<file path="src/rtl/ov7670_sccb_sequencer.sv">
// OV7670 power-up sequencer and SCCB register-table loader.
// Walks a synchronous ROM and issues one SCCB write per entry.
module ov7670_sccb_sequencer #(
  parameter int         MS_TICKS   = 50000,
  parameter int         PWDN_MS    = 1,
  parameter int         RST_MS     = 1,
  parameter int         PWRUP_MS   = 10,
  parameter logic [7:0] DEV_ADDR   = 8'h42,
  parameter int         ADDR_W     = 8,
  parameter int         MAX_RETRY  = 3,
  parameter bit         AUTO_START = 1'b1
) (
  input  logic              clk,
  input  logic              reset_n,
  input  logic              start,
  output logic [ADDR_W-1:0] rom_addr,
  input  logic [15:0]       rom_data,
  output logic              sccb_req,
  output logic [7:0]        sccb_dev,
  output logic [7:0]        sccb_reg,
  output logic [7:0]        sccb_val,
  input  logic              sccb_done,
  input  logic              sccb_nack,
  output logic              cmos_pwdn,
  output logic              cmos_rst_n,
  output logic              busy,
  output logic              done,
  output logic              error,
  output logic [7:0]        err_count
);

  localparam int TW = (MS_TICKS > 1) ? $clog2(MS_TICKS) : 1;
  localparam int RW = (MAX_RETRY > 0) ? $clog2(MAX_RETRY + 1) : 1;
  localparam logic [TW-1:0] TICK_LAST = TW'(MS_TICKS - 1);
  localparam logic [RW-1:0] RETRY_MAX = RW'(MAX_RETRY);
  localparam logic [ADDR_W-1:0] ADDR_LAST = '1;

  typedef enum logic [3:0] {
    S_IDLE, S_PWDN, S_RST, S_PWRUP, S_FETCH,
    S_DECODE, S_WRITE, S_DELAY, S_FINISH
  } state_e;

  state_e            state_q, state_d;
  logic [TW-1:0]     tick_q, tick_d;
  logic [15:0]       ms_q, ms_d;
  logic [ADDR_W-1:0] addr_q, addr_d;
  logic              req_q, req_d;
  logic [7:0]        reg_q, reg_d;
  logic [7:0]        val_q, val_d;
  logic [7:0]        dly_q, dly_d;
  logic [RW-1:0]     retry_q, retry_d;
  logic [7:0]        err_q, err_d;
  logic              pwdn_q, pwdn_d;
  logic              rstn_q, rstn_d;
  logic              busy_q, busy_d;
  logic              done_q, done_d;
  logic              error_q, error_d;
  logic              auto_q, auto_d;

  logic              timed;
  logic              hit;
  logic [15:0]       target;
  logic              next_entry;

  // Timed states count whole milliseconds; the counters idle at zero elsewhere.
  always_comb begin
    timed  = 1'b1;
    target = 16'd0;
    unique case (state_q)
      S_PWDN:  target = 16'(PWDN_MS);
      S_RST:   target = 16'(RST_MS);
      S_PWRUP: target = 16'(PWRUP_MS);
      S_DELAY: target = {8'd0, dly_q};
      default: timed  = 1'b0;
    endcase
    hit = timed && ((target == 16'd0) ||
          (tick_q == TICK_LAST && ms_q == target - 16'd1));
  end

  always_comb begin
    tick_d = '0;
    ms_d   = '0;
    if (timed && !hit) begin
      if (tick_q == TICK_LAST) begin
        ms_d = ms_q + 16'd1;
      end else begin
        tick_d = tick_q + TW'(1);
        ms_d   = ms_q;
      end
    end
  end

  always_comb begin
    state_d    = state_q;
    addr_d     = addr_q;
    req_d      = req_q;
    reg_d      = reg_q;
    val_d      = val_q;
    dly_d      = dly_q;
    retry_d    = retry_q;
    err_d      = err_q;
    pwdn_d     = pwdn_q;
    rstn_d     = rstn_q;
    busy_d     = busy_q;
    done_d     = done_q;
    error_d    = error_q;
    auto_d     = auto_q;
    next_entry = 1'b0;
    unique case (state_q)
      S_IDLE: begin
        if (start || auto_q) begin
          auto_d  = 1'b0;
          done_d  = 1'b0;
          error_d = 1'b0;
          err_d   = 8'd0;
          addr_d  = '0;
          busy_d  = 1'b1;
          pwdn_d  = 1'b1;
          rstn_d  = 1'b0;
          state_d = S_PWDN;
        end
      end
      S_PWDN: begin
        if (hit) begin
          pwdn_d  = 1'b0;
          state_d = S_RST;
        end
      end
      S_RST: begin
        if (hit) begin
          rstn_d  = 1'b1;
          state_d = S_PWRUP;
        end
      end
      S_PWRUP: begin
        if (hit) state_d = S_FETCH;
      end
      S_FETCH: state_d = S_DECODE;
      S_DECODE: begin
        unique case (1'b1)
          rom_data[15:8] == 8'hFE: state_d = S_FINISH;
          rom_data[15:8] == 8'hFF: begin
            dly_d = rom_data[7:0];
            if (rom_data[7:0] == 8'd0) next_entry = 1'b1;
            else                       state_d    = S_DELAY;
          end
          default: begin
            reg_d   = rom_data[15:8];
            val_d   = rom_data[7:0];
            retry_d = '0;
            req_d   = 1'b1;
            state_d = S_WRITE;
          end
        endcase
      end
      S_WRITE: begin
        // req low inside WRITE is the single idle cycle before a retry.
        if (!req_q) begin
          req_d = 1'b1;
        end else if (sccb_done) begin
          req_d = 1'b0;
          if (!sccb_nack) begin
            next_entry = 1'b1;
          end else if (retry_q != RETRY_MAX) begin
            retry_d = retry_q + RW'(1);
          end else begin
            if (err_q != 8'hFF) err_d = err_q + 8'd1;
            next_entry = 1'b1;
          end
        end
      end
      S_DELAY: begin
        if (hit) next_entry = 1'b1;
      end
      S_FINISH: begin
        busy_d  = 1'b0;
        done_d  = 1'b1;
        error_d = (err_q != 8'd0);
        state_d = S_IDLE;
      end
      default: state_d = S_IDLE;
    endcase
    if (next_entry) begin
      if (addr_q == ADDR_LAST) begin
        state_d = S_FINISH;
      end else begin
        addr_d  = addr_q + ADDR_W'(1);
        state_d = S_FETCH;
      end
    end
  end

  always_ff @(posedge clk or negedge reset_n) begin
    if (!reset_n) begin
      state_q <= S_IDLE;
      tick_q  <= '0;
      ms_q    <= '0;
      addr_q  <= '0;
      req_q   <= 1'b0;
      reg_q   <= 8'd0;
      val_q   <= 8'd0;
      dly_q   <= 8'd0;
      retry_q <= '0;
      err_q   <= 8'd0;
      pwdn_q  <= 1'b1;
      rstn_q  <= 1'b0;
      busy_q  <= 1'b0;
      done_q  <= 1'b0;
      error_q <= 1'b0;
      auto_q  <= AUTO_START;
    end else begin
      state_q <= state_d;
      tick_q  <= tick_d;
      ms_q    <= ms_d;
      addr_q  <= addr_d;
      req_q   <= req_d;
      reg_q   <= reg_d;
      val_q   <= val_d;
      dly_q   <= dly_d;
      retry_q <= retry_d;
      err_q   <= err_d;
      pwdn_q  <= pwdn_d;
      rstn_q  <= rstn_d;
      busy_q  <= busy_d;
      done_q  <= done_d;
      error_q <= error_d;
      auto_q  <= auto_d;
    end
  end

  assign rom_addr   = addr_q;
  assign sccb_req   = req_q;
  assign sccb_dev   = DEV_ADDR;
  assign sccb_reg   = reg_q;
  assign sccb_val   = val_q;
  assign cmos_pwdn  = pwdn_q;
  assign cmos_rst_n = rstn_q;
  assign busy       = busy_q;
  assign done       = done_q;
  assign error      = error_q;
  assign err_count  = err_q;

endmodule

</file>
<file path="config.mk">
export PLATFORM = sky130hd
export DESIGN_NAME = ov7670_sccb_sequencer
export DESIGN_NICKNAME = d
export VERILOG_FILES = /design/src/rtl/ov7670_sccb_sequencer.sv
export SDC_FILE = /design/constraint.sdc
export NUM_CORES = 1
export LEC_CHECK = 0
export ABC_AREA = 0
export BUFFER_PORTS_ARGS = -buffer_cell sky130_fd_sc_hd__buf_2
export CELL_PAD_IN_SITES_DETAIL_PLACEMENT = 0
export CELL_PAD_IN_SITES_GLOBAL_PLACEMENT = 1
export CORE_MARGIN = 1
export CORE_UTILIZATION = 40
export CTS_CLUSTER_SIZE = 25
export DETAILED_ROUTE_END_ITERATION = 8
export HOLD_SLACK_MARGIN = 0.15
export PLACE_DENSITY = 0.74
export SYNTH_ARGS = -nofsm -noshare
export SYNTH_HDL_FRONTEND = slang
export SYNTH_SLANG_ARGS = --single-unit
</file>
<file path="constraint.sdc">
create_clock -name clk -period 3.4 [get_ports clk]
set_input_delay 0.34 -clock clk [delete_from_list [all_inputs] [get_ports clk]]
set_output_delay 0.34 -clock clk [all_outputs]
set_load 0.1 [all_outputs]
</file>
==> metrics, run 1 <==
status finished clean; critical path class register to register; WP data arrival 3.46 ns; Synth Area in Adders 0.02111; final routed DRC violation total 0; Async SR Flop Fraction 1.000; Max-Cap Viols 0; Synth Cell Area ~0.0047 mm^2; Slew Limit Fails 0; antenna fix cells 0; final total power 4.790 mW; dpl hpwl roughly 7900 um; die area 0.01229 mm^2; Worst Path Required about 3.7 ns; r2r worst-path depth 12; RSZ-0062 raised after global routing no; CP Capture Type register; Synth area leader dfrtp_1; I/O pins 67; Starting Density 0.4134; placed cells about 730; Synth Warn # 0; Synth Area in Simple Gates 0.2481; Critical path origin state_q[3]; fmax between 300 and 400 MHz; routed length per instance approximately 15 um; H-tree Lvls 3; initial DRC count approximately 310; CTS max path bufs 2; CP max stage cell dfrtp_1; layout cells sized above 1 0.2133; routed via count about 4k; XOR/XNOR Fraction of Synth Area 0.07944; r2r startpoint state_q[3]; Seq/Total Area, Yosys 0.4492; largest family of logic cells by synthesized area simple AND/OR/NAND/NOR gates; area grow syn2layout 18.95%; cts hold-fix bufs 0; Largest regs ms_q: 16 flops, tick_q: 16 flops; post-synth top area share 0.4381; Critical Path End rom_addr[0]; most common cell in the netlist dfrtp_1; Final Critical Period around 3.2 ns; EDFF count, synth 0; Final Hold Viols 0; vias in the first global route approximately 3.8k; chip width 110.9 um; total CTS buffers 9; CP peak stage delay between 0.4 and 0.5 ns; CTS sink count 85; CTS tree done; Worst setup SP type register; Final Worst Setup Slack roughly 0.20 ns; Final Non-Filler Cells approximately 740; Cell Pwr Density about 850 mW/mm^2; Gate Count Post-Synth 519; Final Cycle Share 0.9420; Die Y 110.9 um; area of the core 0.01147 mm^2; Min-Delay Path Class input pin to asynchronous set/reset pin; Slew HR 0.2815; Worst Skew ~0.006 ns; Main synth FF type dfrtp_1; drt total wl ~11,000 um; largest net degree at the start of global routing between 80 and 90; global-route wire length before repair 18,600 um; post-synthesis compound-gate area fraction 0.1288; initial antenna violation count 0; Fillers 1,092; Worst-Margin Slew ~1.1 ns; I/O Buffers 58; grt ovf 0; #FFs+latches synth 85; Clock Root Buffer clkbuf_16; clock-pin slew on the worst setup and hold paths 0.06 ns; R2R Path End rom_addr[0]; Avg Inst Size Synth 9.134 um^2; Yosys cell types 71; Routed Antenna Nets 0; setup_tns 0 ns; Leak roughly 2.6 nW; multiplexer area fraction after synthesis 0.03193; most used cell, CP nor2_1; DR pass1 iterations 5; setup slack, reg-to-reg 0.20 ns; clk_lat worst skew between 0.3 and 0.4 ns; worst-path maximum fanout 8; Total Nets Final 624; Commonest cells post-synth dfrtp_1, nand2_1, nor2_1, xor2_1; Synth area leaders dfrtp_1, nand2_1, nor2_1; gp weighted congestion just under 0.9; GRT Total Usage 0.1870; VDD IR max between 600 and 700 uV; Finish-stage setup viols 0; pre-CTS setup slack 0.04909 ns; critical path, cell by cell nand3b_1 -> nor2_1 -> nor3_2 -> ha_1 -> xnor2_1 -> nor4_2 -> o311a_1 -> o2111ai_1 -> nor4_1 -> a21oi_1 -> nor2_1 -> mux2i_1; # rows 39; via/cell ratio 5.390
## per-stage QoR
step / utilization / instance area, um^2 / hold WS, ns
2_1_floorplan: - / 4763 / 0.04441
3_3_place_gp: 0.4621 / 5299 / 0.4385
3_5_place_dp: 0.4621 / 5299 / 0.4546
4_1_cts: 0.4877 / 5593 / 0.1961
5_1_grt: 0.4918 / 5639 / 0.2203
6_report: 0.4918 / 5639 / 0.1943
## critical path: cells and delay by family, from the launching register on
family,cells,cell delay [ns]
xor+xnor,1,0.14
compound gates,3,0.55
fa+ha+maj,1,0.29
mux,1,0.23
simple gates,6,1.46
flops,1,0.46
## layout by cell type (no fill, tap or decap), types with 5 or more instances in the layout
cell / Yosys / routed
buf_4: 9 / 26
clkbuf_16: 0 / 9
nor2_1: 70 / 70
nor3_1: 7 / 6
inv_1: 12 / 12
nand4_1: 10 / 10
mux2_2: 9 / 9
xor2_1: 23 / 23
and3_1: 16 / 16
nor2b_1: 8 / 8
nor4_1: 7 / 6
conb_1: 2 / 8
xnor2_1: 20 / 20
dfrtp_1: 83 / 79
buf_2: 4 / 57
nand2_1: 77 / 77
a21oi_1: 8 / 6
mux2i_1: 5 / 5
nand3_1: 21 / 21
ha_1: 8 / 7
o21ai_0: 21 / 21
o211ai_1: 9 / 9
## layer usage
layer	vias up	GRT usage	part of all wire
li1	1963	-	-
met3	15	0.02952	0.035
met4	0	0.07556	0.018
met5	-	0	0
met2	92	0.2845	0.45
met1	1935	0.2657	0.50
## area by class of cell
class | count | area (um^2) | area share
clock buffers | 12 | 246.5 | 0.04371
well taps | 143 | 178.9 | 0.03173
multi-input cells | 402 | 2475 | 0.4389
flip-flops and latches | 85 | 2135 | 0.3785
inverters | 12 | 45.04 | 0.007988
clock inverters | 4 | 47.55 | 0.008431
repair buffers | 85 | 511.7 | 0.09075
## report_power, final
group          total, mW  internal, mW  switching (mW)  leakage (nW)
Sequential          1.32          1.18           0.139          1.13
Combinational       2.50         0.694            1.80          1.33
Clock              0.972         0.587           0.385         0.143
Total               4.79          2.46            2.33          2.60
## logic make-up (layout without fill, tap and decap cells)
kind of cell | count (synthesis) | after routing
adders and majority gates | 8 | 8
and+or+nand+nor | 244 | 244
muxes | 14 | 14
other | 2 | 8
buffers and inverters | 38 | 113
AOI/OAI and AO/OA | 85 | 85
xor gates and xnor gates | 43 | 43
DFF | 85 | 85
## worst min path at each step
| stage | startpoint | to | slack [ns] | cells after the start |
|---|---|---|---|---|
| floorplan | reset_n | busy | 0.04 | 0 |
| global placement | tick_q[0] | tick_q[0] | 0.44 | 1 |
| detailed placement | tick_q[0] | tick_q[0] | 0.45 | 1 |
| CTS | rom_data[12] | sccb_reg[4] | 0.20 | 3 |
| global route | rom_data[15] | sccb_reg[7] | 0.22 | 3 |
| finish | reset_n | tick_q[6] | 0.19 | 1 |
## repair_timing
item | 4_1_cts | 5_1_grt
gates resized for setup | 0 | 12
setup endpoints to repair | 0 | 45
setup buffers | 0 | 1
(Power assumes the default switching activity.)
==> inputs of run 2 (changes only) <==
Settings changed: CORE_UTILIZATION 40 to 35, PLACE_DENSITY 0.74 to 0.66.
==> metrics, run 2 (synthesized netlist as in run 1, its figures left out) <==
status finished clean; sw power 2.333 mW (+0.23%); Worst-Margin Slew 1.119 ns (+0.04149 ns); CTS sink count 85 (unchanged); routed via count 3,991 (-0.35%); r2r startpoint dly_q[0]; Routed Antenna Nets 0 (unchanged); DR pass1 iterations 4 (-1); total CTS buffers 9 (unchanged); Final Cycle Share 0.9489 (+0.006900); clock-pin slew on the worst setup and hold paths 0.06 ns (about the same); Comb pwr share 0.523 (about the same); area of the core 0.01324 mm^2 (+15%); fmax 310.0 MHz (-0.73%); final total power 4.839 mW (+1.0%); Worst Skew 0.007025 ns (+0.001127 ns); global-route wire length before repair 19,410 um (+4.4%); cell-internal power 2.506 mW (+1.8%); largest net degree at the start of global routing 86 (unchanged); commonest non-fill, non-tap cell in the layout dfrtp_1; r2r worst-path depth 13 (+1); layout cells sized above 1 0.2202 (+0.006865); # rows 42 (+7.7%); cts hold-fix bufs 0 (unchanged); grt ovf 0 (unchanged); CP peak stage delay 0.55 ns (+0.09 ns); CTS max path bufs 2 (unchanged); drt total wl 11,280 um (+3.1%); Final Critical Period 3.226 ns (+0.02346 ns); Die Y 118.4 um (+6.8%); I/O pins 67 (unchanged); Max-Cap Viols 0 (unchanged); CP max stage cell or4_4; Worst Path Required 3.64 ns (-0.02 ns); die area 0.01402 mm^2 (+14%); antenna fix cells 0 (unchanged); I/O Buffers 58 (unchanged); gp weighted congestion 0.8345 (-6.3%); Min-Delay Path Class input pin to asynchronous set/reset pin; placed cells 762 (+5.0%); Cell Pwr Density 845.6 mW/mm^2 (-0.45%); final routed DRC violation total 0 (unchanged); Largest regs ms_q: 16 flops, tick_q: 16 flops; Slew HR 0.2539 (-0.02766); commonest non-fill, non-tap cells in the layout dfrtp_1, nand2_1, nor2_1; routed length per instance 14.46 um (-1.8%); initial DRC count 319 (+3.2%); H-tree Lvls 3 (unchanged); Slew Limit Fails 0 (unchanged); R2R Path End state_q[0]; CTS tree done; vias in the first global route 3,877 (+2.8%); fraction of power consumed by the clock network 0.208 (+0.005); WP data arrival 3.47 ns (about the same); dpl hpwl 8112 um (+3.3%); Starting Density 0.3580 (-0.05543); Net Sw Frac 0.4822 (-0.003847); critical path class register to register; VDD IR max 673.4 uV (-2.0%); chip width 118.4 um (+6.8%); clk_lat worst skew 0.34 ns (about the same); critical path, cell by cell o211ai_1 -> a21oi_2 -> nor3_2 -> ha_1 -> xnor2_1 -> nor4_2 -> o311a_1 -> o2111ai_1 -> or4_4 -> o21ai_1 -> buf_4 -> o41ai_1 -> mux2i_1; CP Capture Type register; Final Hold Viols 0 (unchanged); area grow syn2layout 20.72%; initial antenna violation count 0 (unchanged); worst-path maximum fanout 5 (-3); GRT Total Usage 0.1727 (-0.01433); Leak 2.629 nW (+1.0%); via/cell ratio 5.117 (-5.1%); Reg power frac 0.269 (-0.007); Clock Root Buffer clkbuf_16; Final Non-Filler Cells 780 (+5.0%); Worst setup SP type register; Finish-stage setup viols 0 (unchanged); setup slack, reg-to-reg 0.17 ns (-0.02 ns); Total Nets Final 628 (+0.64%)
-- run 2: changes by cell type in the layout (fill, tap and decap cells not counted), sizes merged --
| cell | delta |
|---|---|
| buf | +4 |
| clkbuf | +1 |
| clkinvlp | -1 |
-- run 2: worst max-delay path by stage --
stage	start	endpoint	slack [ns]	cells after the start
final	dly_q[0]	state_q[0]	0.17	13
after global routing	dly_q[1]	state_q[0]	-0.03	13
after CTS	dly_q[0]	tick_q[12]	0.04	13
after detailed placement	state_q[0]	tick_q[3]	-0.03	13
after global placement	state_q[0]	state_q[0]	0.04	13
after floorplan	state_q[0]	tick_q[10]	0.03	15
-- run 2: layout make-up --
class                   instances  area (um^2)
repair buffers                 89        538.0
multi-input cells             402         2481
clock buffers                  13        260.3
flip-flops and latches         85         2135
well taps                     176        220.2
fillers                      1332         7520
clock inverters                 3        43.79
inverters                      12        45.04
-- run 2: critical path: cells and delay by family, from the launching register on --
family	cells	cell delay [ns]
xor+xnor	1	0.14
mux	1	0.19
simple gates	3	0.95
flops	1	0.43
fa+ha+maj	1	0.26
compound gates	6	1.00
buf+inv	1	0.16
-- run 2: metrics by stage --
stage	hold slack, ns	cell area, um^2	setup TNS [ns]	util	worst slack [ns]
after floorplan	0.04441	4763	0	-	0.03249
after global placement	0.4389	5363	0	0.4050	0.04466
after detailed placement	0.4406	5363	-0.2555	0.4050	-0.02585
after CTS	0.1895	5670	0	0.4282	0.04129
after global routing	0.2083	5723	-0.1385	0.4322	-0.02854
final	0.1485	5723	0	0.4322	0.1737
-- run 2: per-layer routing --
metal,up-vias,share of wire,global-route usage
li1,1972,-,-
met4,0,0.021,0.06883
met1,1910,0.49,0.2442
met3,20,0.038,0.03282
met5,-,0,0
met2,89,0.45,0.2596
-- run 2: timing repair --
action | in CTS | in global routing
buffers inserted | 0 | 2
pin swaps | 0 | 2
resized for setup | 1 | 12
setup endpoints to repair | 26 | 46
-- run 2: power groups by stage --
stage / logic (mW) / clock network, mW / registers (mW)
after floorplan: 1.04 / 0 / 2.17
after global placement: 2.47 / 0 / 1.31
after detailed placement: 2.48 / 0 / 1.31
after CTS: 2.49 / 1.04 / 1.30
after global routing: 2.72 / 1.08 / 1.33
final: 2.53 / 1.01 / 1.30
